===== src/rtl/legv8_control_unit.sv =====
// ---------------------------------------------------------------------------
// legv8_control_unit
//
// Multi-cycle LEGv8 control unit. It latches the ROM word into IR during
// FETCH, decodes IR in EX0 (and EX1 for LDUR), and drives every datapath
// control field plus the immediate constant. An unrecognised opcode parks
// the FSM in a sticky HALT state that only reset can leave.
//
// Optional feature: define CU_BCOND_EN to decode B.cond in EX0. When it is
// not defined, B.cond is treated as an unrecognised opcode and halts.
//
// Ports:
//   clock        in   1   system clock, rising edge
//   reset        in   1   asynchronous, active-low
//   instruction  in  32   ROM word at the current PC
//   status       in   5   [4:1] registered {V,C,N,Z}, [0] live ALU zero
//   control_word out 30   {EN_PC,EN_RAM,EN_ALU,PCsel,Bsel,SL,WM,WR,PS,FS,SB,SA,DA}
//   constant     out 64   immediate derived from IR
//   halted       out  1   high while in HALT
// ---------------------------------------------------------------------------
module legv8_control_unit #(
    parameter bit RESET_STATE_FETCH = 1'b1
) (
    input  logic        clock,
    input  logic        reset,
    input  logic [31:0] instruction,
    input  logic [4:0]  status,
    output logic [29:0] control_word,
    output logic [63:0] constant,
    output logic        halted
);

    typedef enum logic [2:0] {S_IDLE, S_FETCH, S_EX0, S_EX1, S_HALT} state_t;

    localparam logic [4:0] FS_AND   = 5'b00000;
    localparam logic [4:0] FS_ORR   = 5'b00100;
    localparam logic [4:0] FS_ADD   = 5'b01000;
    localparam logic [4:0] FS_SUB   = 5'b01011;
    localparam logic [4:0] FS_PASSA = 5'b11000;
    localparam logic [4:0] FS_PASSB = 5'b10100;

    localparam logic [1:0] PS_HOLD = 2'b00;
    localparam logic [1:0] PS_INC  = 2'b01;
    localparam logic [1:0] PS_BR   = 2'b10;

    state_t      r_state;
    state_t      w_next_state;
    logic [31:0] r_ir;

    logic [4:0]  w_rd, w_rn, w_rm;
    logic [63:0] w_imm12, w_imm9, w_imm19, w_imm26, w_movz;

    assign w_rd    = r_ir[4:0];
    assign w_rn    = r_ir[9:5];
    assign w_rm    = r_ir[20:16];
    assign w_imm12 = {52'd0, r_ir[21:10]};
    assign w_imm9  = {{55{r_ir[20]}}, r_ir[20:12]};
    assign w_imm19 = {{45{r_ir[23]}}, r_ir[23:5]};
    assign w_imm26 = {{38{r_ir[25]}}, r_ir[25:0]};
    // MOVZ: imm16 placed at 16*hw, i.e. shift by {hw, 4'b0}
    assign w_movz  = {48'd0, r_ir[20:5]} << {r_ir[22:21], 4'b0000};

`ifdef CU_BCOND_EN
    // Condition codes evaluated on {V,C,N,Z}; odd codes invert the base
    // test, except 4'hF which behaves like AL.
    function automatic logic cond_holds(input logic [3:0] cond, input logic [3:0] vcnz);
        logic v, c, n, z, base;
        {v, c, n, z} = vcnz;
        case (cond[3:1])
            3'b000:  base = z;
            3'b001:  base = c;
            3'b010:  base = n;
            3'b011:  base = v;
            3'b100:  base = c & ~z;
            3'b101:  base = (n == v);
            3'b110:  base = ~z & (n == v);
            default: base = 1'b1;
        endcase
        return (cond[0] && (cond != 4'hF)) ? ~base : base;
    endfunction
`else
    logic w_unused_status;
    assign w_unused_status = ^status[4:1];
`endif

    always_ff @(posedge clock or negedge reset) begin
        if (!reset) begin
            r_state <= RESET_STATE_FETCH ? S_FETCH : S_IDLE;
            r_ir    <= '0;
        end else begin
            r_state <= w_next_state;
            if (r_state == S_FETCH) r_ir <= instruction;
        end
    end

    // Arithmetic/logic group: register and immediate forms share one path.
    logic       w_alu_op, w_alu_imm, w_alu_sl;
    logic [4:0] w_alu_fs;

    always_comb begin
        w_alu_op  = 1'b1;
        w_alu_imm = 1'b0;
        w_alu_sl  = 1'b0;
        w_alu_fs  = FS_ADD;
        casez (r_ir[31:21])
            11'b10001011000: w_alu_fs = FS_ADD;                         // ADD
            11'b11001011000: w_alu_fs = FS_SUB;                         // SUB
            11'b10001010000: w_alu_fs = FS_AND;                         // AND
            11'b10101010000: w_alu_fs = FS_ORR;                         // ORR
            11'b10101011000: w_alu_sl = 1'b1;                           // ADDS
            11'b11101011000: begin w_alu_fs = FS_SUB; w_alu_sl = 1'b1; end // SUBS
            11'b1001000100?: w_alu_imm = 1'b1;                          // ADDI
            11'b1101000100?: begin w_alu_fs = FS_SUB; w_alu_imm = 1'b1; end // SUBI
            11'b1001001000?: begin w_alu_fs = FS_AND; w_alu_imm = 1'b1; end // ANDI
            11'b1011001000?: begin w_alu_fs = FS_ORR; w_alu_imm = 1'b1; end // ORRI
            default:         w_alu_op = 1'b0;
        endcase
    end

    logic [4:0]  w_da, w_sa, w_sb, w_fs;
    logic [1:0]  w_ps;
    logic        w_wr, w_wm, w_sl, w_bsel, w_en_alu, w_en_ram;
    logic [63:0] w_const;

    always_comb begin
        w_next_state = r_state;
        w_da     = '0;
        w_sa     = '0;
        w_sb     = '0;
        w_fs     = FS_AND;
        w_ps     = PS_HOLD;
        w_wr     = 1'b0;
        w_wm     = 1'b0;
        w_sl     = 1'b0;
        w_bsel   = 1'b0;
        w_en_alu = 1'b0;
        w_en_ram = 1'b0;
        w_const  = '0;
        case (r_state)
            S_IDLE:  w_next_state = S_FETCH;
            S_FETCH: w_next_state = S_EX0;
            S_EX0: begin
                w_next_state = S_FETCH;
                if (w_alu_op) begin
                    w_da     = w_rd;
                    w_sa     = w_rn;
                    w_sb     = w_alu_imm ? 5'd0 : w_rm;
                    w_fs     = w_alu_fs;
                    w_sl     = w_alu_sl;
                    w_bsel   = w_alu_imm;
                    w_wr     = 1'b1;
                    w_en_alu = 1'b1;
                    w_ps     = PS_INC;
                    w_const  = w_alu_imm ? w_imm12 : 64'd0;
                end else begin
                    casez (r_ir[31:21])
                        11'b110100101??: begin                  // MOVZ, result via ALU pass-B
                            w_da = w_rd; w_fs = FS_PASSB; w_bsel = 1'b1;
                            w_wr = 1'b1; w_en_alu = 1'b1; w_ps = PS_INC;
                            w_const = w_movz;
                        end
                        11'b11111000000: begin                  // STUR
                            w_sa = w_rn; w_sb = w_rd; w_bsel = 1'b1; w_fs = FS_ADD;
                            w_wm = 1'b1; w_ps = PS_INC; w_const = w_imm9;
                        end
                        11'b11111000010: begin                  // LDUR address phase
                            w_sa = w_rn; w_bsel = 1'b1; w_fs = FS_ADD;
                            w_const = w_imm9; w_next_state = S_EX1;
                        end
                        11'b1011010????: begin                  // CBZ (IR[24]=0) / CBNZ (IR[24]=1)
                            w_sa = w_rd; w_sb = 5'd31; w_fs = FS_PASSA; w_const = w_imm19;
                            w_ps = (status[0] ^ r_ir[24]) ? PS_BR : PS_INC;
                        end
                        11'b000101?????: begin                  // B
                            w_ps = PS_BR; w_const = w_imm26;
                        end
`ifdef CU_BCOND_EN
                        11'b01010100???: begin                  // B.cond
                            w_ps = cond_holds(r_ir[3:0], status[4:1]) ? PS_BR : PS_INC;
                            w_const = w_imm19;
                        end
`endif
                        default: w_next_state = S_HALT;
                    endcase
                end
            end
            S_EX1: begin                                        // LDUR data phase
                w_sa = w_rn; w_bsel = 1'b1; w_fs = FS_ADD; w_const = w_imm9;
                w_en_ram = 1'b1; w_wr = 1'b1; w_da = w_rd; w_ps = PS_INC;
                w_next_state = S_FETCH;
            end
            default: w_next_state = S_HALT;
        endcase
    end

    // PS alone steers the PC, so PCsel and EN_PC stay low.
    assign control_word = {1'b0, w_en_ram, w_en_alu, 1'b0, w_bsel, w_sl, w_wm, w_wr,
                           w_ps, w_fs, w_sb, w_sa, w_da};
    assign constant     = w_const;
    assign halted       = (r_state == S_HALT);

endmodule


===== config.mk =====
export PLATFORM = sky130hd
export DESIGN_NAME = legv8_control_unit
export DESIGN_NICKNAME = d
export VERILOG_FILES = /design/src/rtl/legv8_control_unit.sv
export SDC_FILE = /design/constraint.sdc
export NUM_CORES = 1
export LEC_CHECK = 0
export BUFFER_PORTS_ARGS = -buffer_cell sky130_fd_sc_hd__buf_2
export CAP_MARGIN = 25
export CORE_ASPECT_RATIO = 0.6
export CORE_MARGIN = 8
export CORE_UTILIZATION = 53
export CTS_CLUSTER_DIAMETER = 200
export DETAILED_ROUTE_END_ITERATION = 10
export PLACE_DENSITY = 0.9
export SETUP_SLACK_MARGIN = 0.3
export SLEW_MARGIN = 20
export SYNTH_ARGS = -nofsm -noshare
export SYNTH_HDL_FRONTEND = slang
export SYNTH_SLANG_ARGS = --single-unit

===== constraint.sdc =====
create_clock -name clock -period 4.9 [get_ports clock]
set_clock_uncertainty 0.05 [all_clocks]
set_input_delay 0.245 -clock clock [delete_from_list [all_inputs] [get_ports clock]]
set_output_delay 0.245 -clock clock [all_outputs]
set_load 0.01 [all_outputs]

# Word level (Yosys, flattened, before mapping)
# Cells that the tools add are included.
dict set report word_totals {
  regBits 35
  in_bits 39
}
dict set report classes {
  eq_ne 19
  n_shift 1
  n_mux 41
  bitwise 1
  reduce_logical 12
}
# cell n
set op_table {}
lappend op_table {{case mux 64 bit (4 select lines)} 1}
lappend op_table {{case mux 64 bit (2 select lines)} 1}
lappend op_table {{equality test 11 bit, second input constant} 8}
lappend op_table {{2-to-1 mux 64 bit} 1}
lappend op_table {{<< shifter 16 x 6 -> 64 bit} 1}
lappend op_table {{case mux 5 bit (2 select lines)} 5}
lappend op_table {{equality test 10 bit, second input constant} 4}
lappend op_table {{2-to-1 mux 5 bit} 7}
lappend op_table {{case mux 5 bit (3 select lines)} 1}
lappend op_table {{2-to-1 mux 1 bit} 14}
lappend op_table {{2-to-1 mux 12 bit} 1}
lappend op_table {{case mux 4 bit (3 select lines)} 1}
lappend op_table {{OR reduction 2 bit} 6}
lappend op_table {{OR reduction 10 bit} 1}
lappend op_table {{equality test 9 bit, second input constant} 1}
lappend op_table {{case mux 3 bit (3 select lines)} 1}
lappend op_table {{OR reduction 4 bit} 2}
lappend op_table {{equality test 7 bit, second input constant} 1}
lappend op_table {{equality test 3 x 2 -> 1 bit, second input constant} 2}
lappend op_table {{equality test 6 x 3 -> 1 bit, second input constant} 1}
lappend op_table {{case mux 2 bit (3 select lines)} 1}
lappend op_table {{case mux 3 bit (2 select lines)} 1}
lappend op_table {{OR reduction 3 bit} 2}
lappend op_table {{2-to-1 mux 2 bit} 2}
lappend op_table {{other kinds (7)} 8}

# Longest topological paths before layout
# Gate-level depths: netlist of run 1.
dict set report logic_depth {
  ltp_word 6
  ltp_mapped 8
}

# Worst setup path before layout of run 1
# No wires, ideal clock.
dict set report synth_path {
  path_kind {register to output}
  start {register r_ir[23]}
  end {output port control_word[25]}
  arrival_ps 2113
  slack_ps 2492
  stages_incl_launch_ff 8
  path_buffers 2
  path_cell_list {dfrtp_1 buf_2 or4b_1 or3b_1 a21o_1 o211a_1 a211oi_1 buf_4}
}
dict set report synth_via {
  elab_chain_cells 5
  word_cells_on_any_way 21
}
# element line_no
set synth_lines {}
lappend synth_lines {{from (decl)} 48} ;# logic [31:0] r_ir;
lappend synth_lines {{from (signal assigned)} 92} ;# if (r_state == S_FETCH) r_ir <= instruction;
lappend synth_lines {{equality test 11 bit, or another cell as far along} 105} ;# casez (r_ir[31:21])
lappend synth_lines {{OR reduction 10 bit (no line), or another cell as far along} n/a}
lappend synth_lines {{2-to-1 mux 1 bit (on tied branches)} {105, 156}}
lappend synth_lines {{2-to-1 mux 1 bit (*)} 144} ;# if (w_alu_op) begin
lappend synth_lines {{case mux 1 bit (2 select lines) (*)} 139} ;# case (r_state)
lappend synth_lines {{to (decl)} 28} ;# output logic [29:0] control_word,
# Every way passes the cells marked *; elsewhere a longest branch is shown, timed or not.

# Worst setup path after layout of run 1
dict set report layout_path {
  start {register r_state[0]}
  end {output port constant[53]}
}
dict set report layout_via {
  elab_chain_cells 2
  word_cells_on_any_way 3
}
# element line_no
set layout_lines {}
lappend layout_lines {{from (decl)} 46} ;# state_t r_state;
lappend layout_lines {{from (signal assigned)} 88} ;# r_state <= RESET_STATE_FETCH ? S_FETCH : S_IDLE;
lappend layout_lines {{from (signal assigned)} 91} ;# r_state <= w_next_state;
lappend layout_lines {{equality test 3 x 2 -> 1 bit} 139}
lappend layout_lines {{case mux 64 bit (2 select lines) (*)} 139}
lappend layout_lines {{to (decl)} 29} ;# output logic [63:0] constant,
# Marked as above.

==> reports/results.ini, run 1 <==
[placement]
post-place-cells = 569
dpl.hpwl_um = 8840
port_buffers = 127
pre_cts_slack_ns = 1.82
gp_congestion = 0.915
dpl-instance-area_um2 = 3740

[finish]
post_route_cells_drive_above_1_share = 0.374
seqCellArea_um2 = 877
stdcell_area_um2 = 3860
diodes = 0
areaGrowthSynthToFinish_pct = 19.8
stdcell_count = 578
multi_input_comb_area_um2 = 2060
final_nets = 532
fill_cells = 571

[critical_path]
rrSetupSlack_ns = 2.18
crit_type = reg2out
crit_path_start = r_state[0]
critical_path_buf_inv_count = 3
critPathLaunchType = flip-flop
cp-end-kind = output pin
crit_cells = 7
slowest_delay_ns = 0.71
reg2reg_to = r_ir[25]
crit-reg2reg-launch = r_state[0]
worstPathMaxFanout = 27
path_cells = clkinv_1 > nor2_1 > nand2_1 > o21a_1 > buf_8 > a21oi_1 > buf_2
slowest_stage = dfstp_2
required_ns = 4.61
cp-endpoint = constant[53]
crit_family = simple AND/OR/NAND/NOR gates
r2r_cells = 4
cp.arrival_ns = 3.22

[power]
power.total_mw = 0.676
irDropWorstVdd_uv = 171
p_per_area_nw_per_um2 = 175
p_leak_nw = 1.67

[clock_tree]
clkTransAtPathRegs_ns = 0.08
cts_resized = 0
insertion_delay_ns = 0.29
hold_buffers = 0
post-cts-setup-buffers = 0
cts_buffers = 5
cts_tree = done
htree_levels = 2
cts-root-buf = clkbuf_8
cts_buffer_depth = 2
clock_sinks = 35

[timing]
relSlewSlack = 0.402
fin_ws_ns = 1.38
rsz0062_at_grt = no
fin_crit_ns = 3.52
tns_ns = 0
finalCritPeriodShare = 0.717
report.final.slew_viol_count = 0
tightest_slew_ns = 0.894
setup_viol = 0
finalHoldViolations = 1
hold_slack_ns = -0.00104
timing.fmax_mhz = 284

[drt]
drt_iter0_markers = 534
vias_per_cell = 6.45
wl_per_cell_um = 20.7
ant_nets = 0
drc = 0
vias = 3727
routed_wl_um = 12000
dr.pass1.iters = 7

[floorplanning]
dieArea_um2 = 8920
num_rows = 22
core_um2 = 6000
die_h_um = 76.4
die_w_um = 117
initial_core_util = 0.537
io_pins = 134

[global_route]
grt_max_degree = 37
grt_pass1_wl_um = 18400
antenna_found_initial = 0
grt_pass1_vias = 3491
grt_overflow = 0
grt_use_total = 0.255

[synthesis]
yosysTopAreaCell = dfrtp_1
ys_seq_area_frac = 0.272
netlist_area_um2 = 3220
avgSynthCellArea_um2 = 7.90
async_reset_ff_frac = 1.00
synth_edf_count = 0
synth_ff_type = dfrtp_1
yosysTopAreaCellShare = 0.264
synth_seq_cells = 35
synth_cell_type_count = 61
synth_commonest_cells = 54 x nand2_1, 48 x a21oi_1, 34 x dfrtp_1
synthTopCellsByArea = dfrtp_1 26%, mux2_2 9.8%, a21oi_1 7.5%
yosys_warnings = 0
netlist_instances = 408
synth.most_common_cell = nand2_1

[job]
drv_cap = 0

[run_status]
outcome = finished with violations
violations = hold timing

[hold_path]
hold_path_class = in2async

cells in the final DEF, fill, tap and decap left out, drive strengths merged, types with 10 or more instances in the layout:
cell type    n
dfrtp       34
nor2        21
a211oi      10
buf        133
o21ai       34
nand2       54
mux2        28
a221oi      15
a21oi       49
nor3        11
power breakdown:
part / switching [mW] / leakage, nW / internal (mW)
logic: 0.0373 / 1.22 / 0.0387
registers: 0.0611 / 0.406 / 0.309
clock network: 0.115 / 0.0474 / 0.115
layer usage:
metal | wire length, µm | vias up | track usage
li1 | - | 1671 | -
met1 | 5080 | 1724 | 0.355
met2 | 4970 | 297 | 0.363
met3 | 1700 | 35 | 0.0854
met4 | 219 | 0 | 0.0699
met5 | 0 | - | 0
through the flow:
step                 util  hold WS, ns
floorplan               -       -0.101
global placement    0.621        0.314
detailed placement  0.624        0.340
CTS                 0.640       0.0233
global route        0.644       0.0659
finish              0.644     -0.00104
state kept, by name, summed over array words and instances, names as in the netlist:
| register | count |
|---|---|
| r_ir | 32 |
| r_state | 3 |
worst min path at each step:
stage | start | slack (ns) | endpoint | cells after the start
finish | reset | -0.001 | r_ir[25] | 1
global route | reset | 0.07 | r_ir[25] | 1
CTS | reset | 0.02 | r_ir[25] | 1
detailed placement | reset | 0.34 | r_ir[25] | 1
global placement | reset | 0.31 | r_ir[23] | 1
floorplan | reset | -0.10 | r_ir[0] | 0
cell families (layout without fill, tap and decap cells):
family          Yosys count  after routing  share of synthesized area
flops                    35             35                      0.272
xor+xnor                  1              1                    0.00272
simple gates            133            133                      0.227
other cells               1              2                    0.00116
buf+inv                  62            147                     0.0951
mux                      28             28                     0.0978
compound gates          148            148                      0.304
final cells by class:
class | count | area share
multi-input cells | 312 | 0.534
inverters | 6 | 0.00583
clock buffers | 6 | 0.0214
clock inverters | 2 | 0.00421
repair buffers | 133 | 0.180
flip-flops and latches | 35 | 0.227
well taps | 84 | 0.0272
(Power assumes the default switching activity.)
==> inputs of run 2 (changes only) <==
Settings changed: ABC_AREA from default to 1, PLACE_DENSITY 0.9 to 0.85.
Clock period 4.9 ns to 3.6 ns, I/O delays scaled along.
==> run 2 against run 1 <==
Compared with the run above: the run now ends clean; non-clock buffer count grew 7; via count grew 48%; register-to-register slack lost 0.81 ns; synthesized area grew 34%; largest cell class unchanged; largest power group unchanged; highest routed layer unchanged.
==> reports/results.ini, run 2 <==
[placement]
port_buffers = 127  ; unchanged
gp_congestion = 0.986  ; +7.8%
dpl.hpwl_um = 10700  ; +21%
pre_cts_slack_ns = 0.922  ; -0.893 ns

[global_route]
grt_overflow = 0  ; unchanged
grt_pass1_wl_um = 25200  ; +37%
antenna_found_initial = 0  ; unchanged
grt_pass1_vias = 4999  ; +43%
grt_use_total = 0.262  ; +0.00702
grt_max_degree = 74  ; +100%

[synthesis]
synth_edf_count = 0  ; unchanged
synthTopCellsByArea = nand2_1 29%, dfrtp_1 20%, nand3_1 13%
yosysTopAreaCell = nand2_1
netlist_area_um2 = 4320  ; +34%
ys_seq_area_frac = 0.203  ; -0.0692
synth_cell_type_count = 33  ; -46%
synth_seq_cells = 35  ; unchanged
synth.most_common_cell = nand2_1
netlist_instances = 806  ; +98%
synth_commonest_cells = 337 x nand2_1, 109 x nand3_1, 73 x nor2_1
async_reset_ff_frac = 1.00  ; unchanged
avgSynthCellArea_um2 = 5.36  ; -32%
yosysTopAreaCellShare = 0.293  ; +0.0287
synth_ff_type = dfrtp_1
yosys_warnings = 0  ; unchanged

[finish]
post_route_cells_drive_above_1_share = 0.214  ; -0.160
final_common_cell = nand2_1
regMostFlops = r_ir
largest_reg_flops = 32  ; unchanged
reg_top3 = r_ir: 32 flops, r_state: 3 flops
utilization = 0.637  ; -0.00736
final_nets = 921  ; +73%
diodes = 0  ; unchanged
final_cell_mix = 337 x nand2_1, 127 x buf_2, 108 x nand3_1, 72 x nor2_1, 38 x inv_1
areaGrowthSynthToFinish_pct = 16.0

[drt]
routed_wl_um = 15000  ; +26%
vias = 5503  ; +48%
vias_per_cell = 5.55  ; -14%
dr.pass1.iters = 7  ; unchanged
drc = 0  ; unchanged
wl_per_cell_um = 15.2  ; -27%
drt_iter0_markers = 825  ; +54%
ant_nets = 0  ; unchanged

[floorplanning]
initial_core_util = 0.549  ; +0.0112
dieArea_um2 = 11400  ; +28%
io_pins = 134  ; unchanged
die_h_um = 86.0  ; +12%
die_w_um = 133  ; +14%
num_rows = 25  ; +14%
core_um2 = 7880  ; +31%

[clock_tree]
cts-root-buf = clkbuf_16
clkTransAtPathRegs_ns = 0.06  ; -0.02 ns
hold_buffers = 1  ; +1
insertion_delay_ns = 0.29  ; about the same
cts_buffers = 5  ; unchanged
htree_levels = 2  ; unchanged
cts_buffer_depth = 2  ; unchanged
post-cts-setup-buffers = 0  ; unchanged
clock_sinks = 35  ; unchanged
cts_tree = done
cts_resized = 0  ; unchanged

[critical_path]
critPathLaunchType = flip-flop
crit_top_cell = nand2_1
slowest_stage = dfrtp_1
worstPathMaxFanout = 39  ; +44%
cp-end-kind = output pin
crit_type = reg2out
slowest_delay_ns = 0.76  ; +0.05 ns
critical_path_buf_inv_count = 3  ; unchanged
path_cells = nand2_2 > nor2_4 > nand2_2 > inv_4 > nand2_1 > nand2_4 > a21oi_2 > buf_4 > nand2_1 > nand2_1 > nand2_1 > buf_2
crit_family = simple AND/OR/NAND/NOR gates
cp.arrival_ns = 2.87  ; -0.35 ns
required_ns = 3.37  ; -1.24 ns

[hold_path]
hold_path_class = in2reg

[timing]
hold_slack_ns = 0.0712  ; +0.0722 ns
tightest_slew_ns = 0.782  ; -0.111 ns
timing.fmax_mhz = 323
fin_ws_ns = 0.504  ; -0.881 ns
tns_ns = 0  ; unchanged
fin_crit_ns = 3.10
finalCritPeriodShare = 0.860
report.final.slew_viol_count = 0  ; unchanged
setup_viol = 0  ; unchanged
finalHoldViolations = 0  ; -1
relSlewSlack = 0.478  ; +0.0762
rsz0062_at_grt = no

[run_status]
outcome = complete, no violations

[power]
p_per_area_nw_per_um2 = 247  ; +41%
irDropWorstVdd_uv = 236  ; +38%
power.total_mw = 1.24  ; +83%
p_leak_nw = 3.28  ; +97%

[job]
drv_cap = 0  ; unchanged

-- run 2: cell types whose count changed after synthesis, sizes merged, moves of 15 or more --
cell / before / now
a221oi: 15 / 0
inv: 5 / 51
mux2: 28 / 3
nand2: 54 / 344
nand3: 2 / 111
nor2: 21 / 84
-- run 2: cells by family (layout without fill, tap and decap cells) --
kind of cell           Yosys count  in the layout  share of synthesized area
XOR/XNOR                         1              1                    0.00203
multiplexers                     3              3                    0.00781
AND/OR/NAND/NOR                575            575                      0.574
AO/OA/AOI/OAI                   67             67                     0.0819
flip-flops                      35             35                      0.203
buffers and inverters          124            200                      0.130
other                            1              2                   0.000867
-- run 2: final timing paths --
kind                       cells past startpoint            to  slack (ns)            start
max reg2reg                                   10    r_state[2]        1.37         r_ir[21]
max                                           12  constant[28]        0.50         r_ir[31]
min in group asynchronous                      2       r_ir[1]        0.46            reset
max in group asynchronous                      2      r_ir[18]        2.54            reset
min                                            2      r_ir[11]        0.07  instruction[11]
min reg2reg                                    2    r_state[2]        0.44       r_state[2]
-- run 2: routing by layer --
| metal | vias to the layer above | part of all wire | GRT usage | routed length (µm) |
|---|---|---|---|---|
| li1 | 2693 | - | - | - |
| met1 | 2385 | 0.44 | 0.362 | 6540 |
| met2 | 383 | 0.40 | 0.382 | 6010 |
| met3 | 42 | 0.14 | 0.0858 | 2150 |
| met4 | 0 | 0.021 | 0.0666 | 318 |
| met5 | - | 0 | 0 | 0 |
-- run 2: layout make-up --
cell class                 instances  area (µm²)
multi-input combinational        648        2900
fill                             780        2870
sequential                        35         877
timing repair buffer             140         736
inverter                          52         200
tap                              108         135
clock buffer                       5         125
clock inverter                     3        43.8
-- run 2: per-stage QoR --
step           cell area (µm²)  instances
2_1_floorplan             4330        807
3_3_place_gp              4840        982
3_5_place_dp              4840        982
4_1_cts                   5020        991
5_1_grt                   5020        991
6_report                  5020        991
-- run 2: worst reg2reg max path, stage by stage, from the launching register on --
cell and delay (ns):
dfrtp_1 0.72, inv_2 0.19, nand2_1 0.11, nor2_1 0.08, nand3_1 0.09, nand2_2 0.10
inv_2 0.06, nand2_1 0.05, nor2_2 0.39, nand2_1 0.14, o21ai_0 0.16
-- run 2: power breakdown --
part	leakage (nW)	internal (mW)	total, mW	switching (mW)
registers	0.404	0.429	0.525	0.0960
logic	2.80	0.0603	0.205	0.145
clock network	0.0838	0.327	0.507	0.180
total	3.28	0.816	1.24	0.421
==> inputs of run 3 (changes only) <==
Settings changed: PLACE_DENSITY 0.85 to 0.92, SETUP_SLACK_MARGIN 0.3 to default, SKIP_LAST_GASP from default to 1.
==> run 3 against run 2 <==
Compared with the run above: clock power is 3% higher; highest routed layer unchanged; critical path depth is 2 lower; total power is 1.6% higher; critical path type unchanged; first-iteration DRC count is 23% higher; clock-buffer cell count stayed put; non-clock buffer count is 1 lower; largest cell class unchanged; hold slack worse by 0.0012 ns; die area stayed put; utilization hardly changed; register-to-register slack better by 0.11 ns.
==> reports/results.ini, run 3 (synthesized netlist as in run 2, its figures left out) <==
[critical_path]
crit_type = reg2out
critPathLaunchType = flip-flop
required_ns = 3.37  ; about the same
cp-end-kind = output pin
crit-reg2reg-launch = r_ir[21]
slowest_stage = dfrtp_1
cp.arrival_ns = 3.10  ; +0.23 ns
crit_path_start = r_ir[31]
worstPathMaxFanout = 17  ; -56%
path_cells = nand2_2 > inv_1 > nand4_1 > nor2_2 > buf_4 > nand3_1 > nand3_1 > nand2_1 > nand2_1 > buf_2
slowest_delay_ns = 0.77  ; about the same

[clock_tree]
clock_sinks = 35  ; unchanged
cts_tree = done
post-cts-setup-buffers = 0  ; unchanged
htree_levels = 2  ; unchanged
clkTransAtPathRegs_ns = 0.06  ; about the same
cts_buffer_depth = 2  ; unchanged
cts_resized = 0  ; unchanged
cts-root-buf = clkbuf_16
cts_buffers = 5  ; unchanged
insertion_delay_ns = 0.30  ; about the same

[timing]
setup_viol = 0  ; unchanged
rsz0062_at_grt = no
finalCritPeriodShare = 0.924  ; +0.0639
hold_slack_ns = 0.0700  ; -0.00115 ns
finalHoldViolations = 0  ; unchanged
relSlewSlack = 0.388  ; -0.0901
report.final.slew_viol_count = 0  ; unchanged
timing.fmax_mhz = 301  ; -6.9%
tns_ns = 0  ; unchanged
fin_crit_ns = 3.33  ; +0.230 ns
tightest_slew_ns = 0.914  ; +0.132 ns

[floorplanning]
num_rows = 25  ; unchanged
initial_core_util = 0.549  ; unchanged
die_h_um = 86.0  ; unchanged
core_um2 = 7880  ; unchanged
die_w_um = 133  ; unchanged
dieArea_um2 = 11400  ; unchanged
io_pins = 134  ; unchanged

[finish]
areaGrowthSynthToFinish_pct = 16.0  ; about the same
diodes = 0  ; unchanged
post_route_cells_drive_above_1_share = 0.214  ; +0.000243
fill_cells = 814  ; +4.4%
multi_input_comb_area_um2 = 2900  ; about the same
utilization = 0.636  ; about the same
final_nets = 920  ; -0.11%
regMostFlops = r_ir
largest_reg_flops = 32  ; unchanged
seqCellArea_um2 = 877  ; unchanged
final_cell_mix = 336 x nand2_1, 127 x buf_2, 108 x nand3_1, 72 x nor2_1, 38 x inv_1
reg_top3 = r_ir: 32 flops, r_state: 3 flops
stdcell_count = 990  ; -0.10%
final_common_cell = nand2_1

[power]
p_per_area_nw_per_um2 = 251  ; +1.6%
p_leak_nw = 3.28  ; about the same
power.total_mw = 1.26  ; +1.6%
irDropWorstVdd_uv = 225  ; -4.9%

[placement]
gp_congestion = 0.935  ; -5.2%
post-place-cells = 981  ; -0.10%
port_buffers = 127  ; unchanged
dpl.hpwl_um = 11100  ; +3.9%

[global_route]
grt_max_degree = 63  ; -15%
grt_overflow = 0  ; unchanged
grt_pass1_vias = 5279  ; +5.6%
antenna_found_initial = 0  ; unchanged
grt_use_total = 0.275  ; +0.0124
grt_pass1_wl_um = 26100  ; +3.7%

[drt]
drt_iter0_markers = 1013  ; +23%
ant_nets = 0  ; unchanged
wl_per_cell_um = 16.0  ; +5.4%
vias_per_cell = 5.79  ; +4.3%
vias = 5734  ; +4.2%
routed_wl_um = 15800  ; +5.3%
drc = 0  ; unchanged
dr.pass1.iters = 7  ; unchanged

[hold_path]
hp-start = instruction[11]
hold_path_class = in2reg

[job]
drv_cap = 0  ; unchanged

[run_status]
outcome = complete, no violations

run 3: worst max-delay path: cells and delay by family (launching register included):
family        cells  cell delay, ns
simple gates      7            1.41
flops             1            0.77
buf+inv           3            0.62
run 3: stage by stage:
step,area [µm²],worst slack (ns)
4_1_cts,5020,0.462
3_3_place_gp,4830,0.906
3_5_place_dp,4830,0.812
6_report,5020,0.274
2_1_floorplan,4330,1.61
5_1_grt,5020,0.153
run 3: what timing repair did:
item	in CTS	in global routing
hold endpoints to repair	34	0
endpoints found under the setup margin	0	0
hold buffers	1	0
run 3: cell type report:
cell class                 count  share of cell area
clock buffer                   5              0.0249
clock inverter                 3             0.00948
multi-input combinational    648               0.579
inverter                      52              0.0399
tap                          108              0.0269
timing repair buffer         139               0.145
sequential                    35               0.175
run 3: report_power, final:
group	switching (mW)	total, mW	internal (mW)
combinational	0.150	0.211	0.0605
clock	0.190	0.521	0.330
sequential	0.0969	0.526	0.429
total	0.437	1.26	0.819
run 3: final timing paths:
| check | to | slack, ns | cells past startpoint |
|---|---|---|---|
| min in group asynchronous | r_ir[7] | 0.49 | 2 |
| worst max register to register | r_state[2] | 1.48 | 10 |
| worst max-delay path | constant[23] | 0.27 | 10 |
| max in group asynchronous | r_ir[28] | 2.49 | 2 |
| worst min register to register | r_state[2] | 0.46 | 2 |
| worst min-delay path | r_ir[11] | 0.07 | 2 |
run 3: routing by layer:
layer  up-vias  GRT usage  wire (µm)
met5         -          0          0
met4         0     0.0861        429
met3        79      0.104       2690
met2       462      0.394       6260
met1      2504      0.369       6440
li1       2689          -          -
